## config.mk

```make
export PLATFORM = sky130hd
export DESIGN_NAME = dout_arbiter
export DESIGN_NICKNAME = d
export VERILOG_FILES = /design/src/rtl/dout_arbiter.sv
export SDC_FILE = /design/constraint.sdc
export NUM_CORES = 1
export LEC_CHECK = 0
export CORE_AREA = 5 5 194 196
export DETAILED_ROUTE_END_ITERATION = 10
export DIE_AREA = 0 0 199 201
export GPL_TIMING_DRIVEN = 0
export PLACE_DENSITY = 0.57
export SYNTH_ARGS = -nofsm -noshare
export SYNTH_HDL_FRONTEND = slang
export SYNTH_SLANG_ARGS = --single-unit
```

## constraint.sdc

```tcl
create_clock -name clk -period 2.1 [get_ports clk]
set_input_delay 0.42 -clock clk [delete_from_list [all_inputs] [get_ports clk]]
set_output_delay 0.42 -clock clk [all_outputs]
set_load 0.01 [all_outputs]
```

## src/rtl/dout_arbiter.sv

```systemverilog
`timescale 1ns/1ps
// dout_arbiter: arbitrates ADD/MUL/SHIFT results onto one tagged 48-bit output FIFO write port.
// Latency: ack in the cycle a req is seen in IDLE, first word on the next cycle; GAP_CYCLES idle cycles after each packet.
// Backpressure: fifo_full holds the current word and index (wren=0, dataout=0); no word is lost or repeated.
//
// Ports:
//   clk, rst_n                       clock, asynchronous active-low reset
//   {add,mul,shf}_req/_sel/_result   pending result, sel tag and payload (held until ack)
//   {add,mul,shf}_ack                one-cycle pulse when the result is captured
//   fifo_full                        output FIFO cannot take a word this cycle
//   dataout, wren                    {app, 1'b0, sel, idx, 40-bit slice} and its write strobe
//   busy, pkt_done                   packet in progress / last word of a packet
module dout_arbiter #(
  parameter bit RR_EN      = 1'b1,
  parameter int GAP_CYCLES = 1
) (
  input  logic         clk,
  input  logic         rst_n,
  input  logic         add_req,
  input  logic         add_sel,
  input  logic [79:0]  add_result,
  output logic         add_ack,
  input  logic         mul_req,
  input  logic         mul_sel,
  input  logic [159:0] mul_result,
  output logic         mul_ack,
  input  logic         shf_req,
  input  logic         shf_sel,
  input  logic [79:0]  shf_result,
  output logic         shf_ack,
  input  logic         fifo_full,
  output logic [47:0]  dataout,
  output logic         wren,
  output logic         busy,
  output logic         pkt_done
);

  localparam logic [2:0] APP_ADD = 3'b001;
  localparam logic [2:0] APP_MUL = 3'b010;
  localparam logic [2:0] APP_SHF = 3'b011;
  localparam logic [1:0] U_ADD   = 2'd0;
  localparam logic [1:0] U_MUL   = 2'd1;
  localparam logic [1:0] U_SHF   = 2'd2;

  typedef enum logic [1:0] {S_IDLE, S_SEND, S_GAP} state_t;

  state_t       state_q, state_d;
  logic [159:0] hold_q, hold_d;
  logic [2:0]   app_q, app_d;
  logic [2:0]   idx_q, idx_d;
  logic [2:0]   gap_q, gap_d;
  logic         sel_q, sel_d;
  logic         mul_q, mul_d;
  logic [1:0]   last_q, last_d;

  // Arbitration: build a search order starting after the last grant
  // (or fixed ADD > MUL > SHIFT), then take the first requester in it.
  logic [3:0] req_v;
  logic [1:0] ord0, ord1, ord2, win;
  logic       win_vld;

  assign req_v = {1'b0, shf_req, mul_req, add_req};

  always_comb begin
    ord0 = U_ADD;
    ord1 = U_MUL;
    ord2 = U_SHF;
    if (RR_EN) begin
      case (last_q)
        U_ADD:   begin ord0 = U_MUL; ord1 = U_SHF; ord2 = U_ADD; end
        U_MUL:   begin ord0 = U_SHF; ord1 = U_ADD; ord2 = U_MUL; end
        default: begin ord0 = U_ADD; ord1 = U_MUL; ord2 = U_SHF; end
      endcase
    end
    win_vld = |req_v;
    if (req_v[ord0])      win = ord0;
    else if (req_v[ord1]) win = ord1;
    else                  win = ord2;
  end

  // Word slicing: 80-bit results sit zero-extended in the low half of the
  // holding register, so ADD/SHIFT idx 0/1 map to 40-bit chunks 2/3 while
  // MUL idx 1..4 map to chunks 0..3 (chunk 0 = bits 159:120).
  logic [1:0]  chunk;
  logic [39:0] slice;
  logic        last_word;

  always_comb begin
    chunk = mul_q ? 2'(idx_q - 3'd1) : 2'(idx_q + 3'd2);
    case (chunk)
      2'd0:    slice = hold_q[159:120];
      2'd1:    slice = hold_q[119:80];
      2'd2:    slice = hold_q[79:40];
      default: slice = hold_q[39:0];
    endcase
    last_word = mul_q ? (idx_q == 3'd4) : (idx_q == 3'd1);
  end

  always_comb begin
    state_d  = state_q;
    hold_d   = hold_q;
    app_d    = app_q;
    idx_d    = idx_q;
    gap_d    = gap_q;
    sel_d    = sel_q;
    mul_d    = mul_q;
    last_d   = last_q;
    add_ack  = 1'b0;
    mul_ack  = 1'b0;
    shf_ack  = 1'b0;
    wren     = 1'b0;
    dataout  = '0;
    pkt_done = 1'b0;

    case (state_q)
      S_IDLE: begin
        // Acks are combinational on req; gating with rst_n keeps them low
        // while reset is held even though the state already reads IDLE.
        if (win_vld && rst_n) begin
          last_d  = win;
          state_d = S_SEND;
          case (win)
            U_ADD: begin
              add_ack = 1'b1;
              app_d   = APP_ADD;
              sel_d   = add_sel;
              hold_d  = {80'd0, add_result};
              mul_d   = 1'b0;
              idx_d   = 3'd0;
            end
            U_MUL: begin
              mul_ack = 1'b1;
              app_d   = APP_MUL;
              sel_d   = mul_sel;
              hold_d  = mul_result;
              mul_d   = 1'b1;
              idx_d   = 3'd1;
            end
            default: begin
              shf_ack = 1'b1;
              app_d   = APP_SHF;
              sel_d   = shf_sel;
              hold_d  = {80'd0, shf_result};
              mul_d   = 1'b0;
              idx_d   = 3'd0;
            end
          endcase
        end
      end
      S_SEND: begin
        if (!fifo_full) begin
          wren    = 1'b1;
          dataout = {app_q, 1'b0, sel_q, idx_q, slice};
          idx_d   = idx_q + 3'd1;
          if (last_word) begin
            pkt_done = 1'b1;
            gap_d    = '0;
            state_d  = (GAP_CYCLES > 0) ? S_GAP : S_IDLE;
          end
        end
      end
      S_GAP: begin
        if (int'(gap_q) >= GAP_CYCLES - 1) state_d = S_IDLE;
        else                               gap_d   = gap_q + 3'd1;
      end
      default: state_d = S_IDLE;
    endcase
  end

  assign busy = (state_q != S_IDLE);

  always_ff @(posedge clk or negedge rst_n) begin
    if (!rst_n) begin
      state_q <= S_IDLE;
      hold_q  <= '0;
      app_q   <= '0;
      idx_q   <= '0;
      gap_q   <= '0;
      sel_q   <= 1'b0;
      mul_q   <= 1'b0;
      last_q  <= U_SHF;  // so ADD is searched first after reset
    end else begin
      state_q <= state_d;
      hold_q  <= hold_d;
      app_q   <= app_d;
      idx_q   <= idx_d;
      gap_q   <= gap_d;
      sel_q   <= sel_d;
      mul_q   <= mul_d;
      last_q  <= last_d;
    end
  end

endmodule

```

* After elaboration in Yosys (flattened, before gate mapping)
Cells that the tools add are included.
W data, S select, Z words.
** Word-level totals
- Output and inout bits :: 54
- Word-level logic and storage cells :: 73
- Input bits :: 329
- Register bits after elaboration :: 172
** Operators by class
- Add/subtract/negate cells :: 3
- Multiplexer cells :: 39
- Order comparisons :: 2
- Equality and inequality tests :: 10
- Reduce and logical (&&, ||, !) cells :: 12
** Operators by type and width (number)
- $pmux W160 S2 :: 1
- $pmux W40 S3 :: 1
- $mux W48 :: 2
- $pmux W2 S2 :: 5
- $mux W1 :: 18
- $mux W2 :: 6
- $eq A2 B1 Y1 const B :: 4
- $logic_not A2 Y1 :: 4
- $lt A2 B3 Y1 const B :: 2
- $mux W3 :: 2
- $ne A2 B2 Y1 const B :: 3
- $pmux W3 S2 :: 1
- $reduce_and A3 Y1 :: 2
- $bmux W1 S2 :: 2
- $reduce_bool A2 Y1 :: 2
- $add A3 B1 Y3 const B :: 1
- $eq A3 B1 Y1 const B :: 1
- $eq A3 B3 Y1 const B :: 1
- $reduce_or A3 Y1 :: 1
- $add A2 B2 Y2 const B :: 1
- $eq A2 B2 Y1 const B :: 1
- $pmux W1 S2 :: 1
- $reduce_and A2 Y1 :: 1
- $reduce_or A2 Y1 :: 1
- 2 further kinds :: 2

* Depth between registers and ports, before layout
- Word-level depth :: 11
- Gate-level depth with buffers :: 7
- Mapped depth without buffers :: 6

* Worst setup path after synthesis
Ideal clock, no wire load.
- Kind :: flip-flop to output port
- Start point :: reg idx_q[0]
- End point :: out dataout[0]
- Cell stages (with the launch flop) :: 6
- Arrival time :: 1681 ps
- Path slack :: -1 ps
- Buffers on the path :: 1
- Cells stage by stage :: dfrtp_1 > ha_1 > mux2i_1 > buf_2 > mux4_2 > and2_1
** On the way
- Longest elaborated chain between the ends :: 6
- Elaborated cells on any way between the ends :: 9
** Ends and longest elaborated chain
- from (decl) :: RTL line 50 : logic [2:0] idx_q, idx_d;
- from (signal assigned) :: RTL line 186 : idx_q <= idx_d;
- $add A2 B2 Y2 or $sub A2 B1 Y2 (tied branches) :: RTL line 89 : chunk = mul_q ? 2'(idx_q - 3'd1) : 2'(idx_q + 3'd2);
- $mux W2 (*) :: RTL line 89
- $eq A2 B2 Y1 (tied with other cells) :: RTL line 90 : case (chunk)
- $pmux W40 S3 (*) :: RTL line 90
- $mux W48 (*) :: RTL line 151 : if (!fifo_full) begin
- $mux W48 (*) :: RTL line 115 : case (state_q)
- to (decl) :: RTL line 32 : output logic [47:0] dataout,
Mark *: on every way between the ends. The rest lies on a longest branch, timed or not.

* Worst setup path after layout
- Start point :: reg idx_q[0]
- End point :: out dataout[31]
Same word-level chain as after synthesis.

==> impl_metrics.csv <==
group,metric,value,unit
run_status,status,"finished with violations",
run_status,violations,"design-rule violations, negative setup slack",
routing,wirelength,47100,µm
clock_tree,cts_htree_levels,4,
yosys,ys_ff_latch,171,
pwr,power.internal,14200,µW
floorplanning,die_w,199,µm
timing,hold_viol,0,
floorplanning,die_h,201,µm
floorplanning,core,0.0359,mm²
worst_setup_path,reg2reg_to,"hold_q[52]$_DFFE_PN0P_",
worst_setup_path,crit_chain,"xnor2_4 > buf_8 > clkbuf_16 > buf_4 > mux4_2 > and2_4 > buf_6",
timing,rsz0062_at_grt,"true",
routing,drc,7,
worst_setup_path,startpoint,"idx_q[0]$_DFFE_PN0P_",
global_route,antenna_found_initial,1,
timing,relSlewSlack,57.2,%
pwr,power.leakage,0.00639,µW
routing,firstDrtPassIters,11,
yosys,synth_xor_area_share,0.264,%
routing,routedWlPerCell,26.8,µm
pwr,seqPwrFrac,25.8,%
worst_setup_path,cpPeakStageDelay,0.47,ns
clock_tree,cts_tree,"yes",
global_route,first_global_vias,10300,
routing,drt-met1-wl,19800,µm
routing,detail_route.vias_per_cell,5.79,
clock_tree,clk_latency,0.44,ns
clock_tree,cts_buffer_depth,2,
worst_setup_path,crit_path_start_kind,"register",
routing,vias,10200,
pwr,sw_frac_of_total,36.8,%
timing,setup_tns,-24.61,ns
worst_setup_path,endpoint,"dataout[31]",
layout,final_nets,1602,
pwr,peakVddDrop,0.723,mV
placed_design,post-place-ws,-1.70,ns
yosys,avgSynthCellArea,11.6,µm²
yosys,yosysWarnings,0,
yosys,synthAdderAreaFrac,0.132,%
pwr,p_clk_share,13.8,%
placed_design,gpl.final_weighted_congestion,0.819,
yosys,synthSimpleGateAreaFrac,7.99,%
worst_setup_path,reg2reg_from,"last_q[0]$_DFFE_PN0P_",
yosys,synth_top_family_by_area,"compound AO/OA/AOI/OAI gates",
pwr,combPwrFrac,60.4,%
routing,antenna_left,0,
global_route,overflow,0,
worst_setup_path,cp-end-kind,"output pin",
placed_design,hpwl,33500,µm
global_route,grt_use_total,22.2,%
global_route,grt_pass1_wl,66900,µm
worst_setup_path,arrival,2.33,ns
timing,period_share,131,%
yosys,post-synth-top-area-cell,"dfrtp_1",
pwr,power.density,1420,mW/mm²
yosys,synth-compound-area-share,30.8,%
routing,wl_met2,23200,µm
timing,worst_slack,-0.651,ns
placed_design,dpl_cell_area,0.0139,mm²
yosys,ys.flop_type,"dfrtp_1",
timing,worst_clock_skew,0.00980,ns
layout,drive_above_1_share,26.8,%
worst_setup_path,cp_slowest_cell,"dfrtp_2",
worst_setup_path,cp.required,1.68,ns
yosys,yosys-mux-area-fraction,9.76,%
floorplanning,initial_core_util,26.4,%
worst_setup_path,r2r_cells,7,
run,drv_cap,0,
clock_tree,cts_made_buffers,17,
timing,finalMaxSlewViolations,0,
min_path,hp-class,"input pin to asynchronous set/reset pin",
yosys,synthCells,817,
routing,top_layer_used,"met4",
floorplanning,die_area,0.0400,mm²
yosys,synthArstFlopShare,100,%
timing,tightest_slew,0.643,ns
layout,syn_to_final_growth,66.3,%
clock_tree,clk_pin_slew,0.07,ns
yosys,synth_edf_count,0,
pwr,report.power.total,22400,µW
routing,dr.first_iter.drc_count,1223,
worst_setup_path,critical_path.max_fanout,5,
placed_design,port_buffers,379,
worst_setup_path,rrSetupSlack,0.07,ns
pwr,p_switching,8250,µW
clock_tree,clock_sinks,171,
clock_tree,root_buffer,"clkbuf_16",
routing,met3_wirelength,3560,µm
yosys,synth_top_area_share,44.8,%
yosys,synthTopCellsByArea,"dfrtp_1 45%, a222oi_1 17%, mux4_2 9.5%, a22o_1 7.4%, a31oi_1 5.3%",
yosys,yosysUniqueCellTypes,36,
yosys,ys_seq_area_share,45.1,%
global_route,grt_start_max_net_pins,47,
timing,layout_min_cycle_time,2.75,ns
layout,final_cell_area,0.0158,mm²
worst_setup_path,critPathKind,"register to output pin",
floorplanning,rows,70,
floorplanning,io-pin-count,383,
yosys,synth_area,0.00949,mm²
timing,clock.fmax,363,MHz
timing,setup_viol,50,
[power by group through the flow]
stage	sequential [µW]	combinational, µW	clock (µW)
global route	5930	14400	3300
detailed placement	5780	10400	0
finish	5780	13500	3090
CTS	5750	11600	3170
floorplan	5320	6630	0
global placement	5770	10300	0
[area by class of cell]
| class | count | area, µm² |
|---|---|---|
| Inverter | 3 | 16.3 |
| Timing Repair Buffer | 438 | 4590 |
| Multi-Input combinational cell | 540 | 4900 |
| Buffer | 101 | 842 |
| Tap cell | 468 | 586 |
| Fill cell | 3418 | 20100 |
| Antenna cell | 1 | 2.50 |
| Clock inverter | 11 | 88.8 |
| Sequential cell | 171 | 4290 |
| Clock buffer | 21 | 470 |
[flip-flops by register name, summed over array words and instances (netlist names)]
name     cells
idx_q        3
state_q      2
app_q        2
mul_q        1
hold_q     160
last_q       2
sel_q        1
[cells in the mapped netlist, drive strengths merged, types with 3 or more instances]
library cell,n
inv,3
mux4,40
o21ai,3
a222oi,162
and2,46
clkbuf,47
nand2b,4
nor2b,3
a22o,80
dfrtp,170
nand2,8
buf,57
nor2,91
a31oi,81
o21a,4
[per-stage QoR]
stage	instances	hold WS [ns]	util (%)
6_report	1754	0.175	43.9
2_1_floorplan	818	0.124	-
3_3_place_gp	1665	0.461	38.6
3_5_place_dp	1666	0.449	38.7
5_1_grt	1754	0.185	43.9
4_1_cts	1724	0.484	42.1
[metal layers]
metal | vias up | global-route usage [%]
li1 | 4429 | -
met1 | 5187 | 29.3
met2 | 516 | 37.3
met3 | 28 | 4.98
met4 | 0 | 4.91
met5 | - | 0
[worst min path at each step]
stage	endpoint	slack (ns)	cells after the start
global route	hold_q[45]$_DFFE_PN0P_	0.19	3
global placement	app_q[0]$_DFFE_PN0P_	0.46	2
detailed placement	hold_q[117]$_DFFE_PN0P_	0.45	1
finish	hold_q[45]$_DFFE_PN0P_	0.18	3
floorplan	app_q[0]$_DFFE_PN0P_	0.12	0
CTS	last_q[1]$_DFFE_PN1P_	0.48	5
[worst max-delay path, delay by kind of cell, from the launching register on]
kind	cells	cell delay, ns
flops	1	0.47
simple gates	1	0.17
mux	1	0.47
buf+inv	4	0.53
xor+xnor	1	0.23
[repair_timing]
action,in CTS,in global routing
buffers inserted,23,26
gates resized for setup,265,249
hold buffers,2,0
pin swaps,11,27
endpoints found under the hold margin,81,0
cloned,3,4
setup endpoints to repair,222,219
[layout by cell type, fill, tap and decap left out, types with 3 or more instances in the layout]
master and instances:
clkdlybuf4s50_1 324, mux4_2 40, clkbuf_4 11, clkinvlp_4 3, nand2_1 8, dlygate4sd2_1 3, a222oi_1 162, a22o_1 80
clkinv_4 6, buf_2 24, buf_16 4, dfrtp_1 166, buf_4 41, clkbuf_8 3, clkbuf_16 23, clkbuf_2 22
buf_6 73, nand2b_4 3, nor2_4 5, dfrtp_2 4, o21a_1 4, buf_8 8, clkbuf_1 10, a31oi_1 81
nor2_1 86, and2_4 45, o21ai_0 3, buf_12 12
[cell families (layout without fill, tap and decap cells)]
| kind of cell | Yosys count | after routing |
|---|---|---|
| mux | 42 | 42 |
| fa+ha+maj | 1 | 1 |
| buf+inv | 107 | 574 |
| compound gates | 335 | 335 |
| simple gates | 158 | 158 |
| other cells | 1 | 3 |
| xor+xnor | 2 | 2 |
| flops | 171 | 171 |
Note: power is estimated with default switching activity, not from simulation.
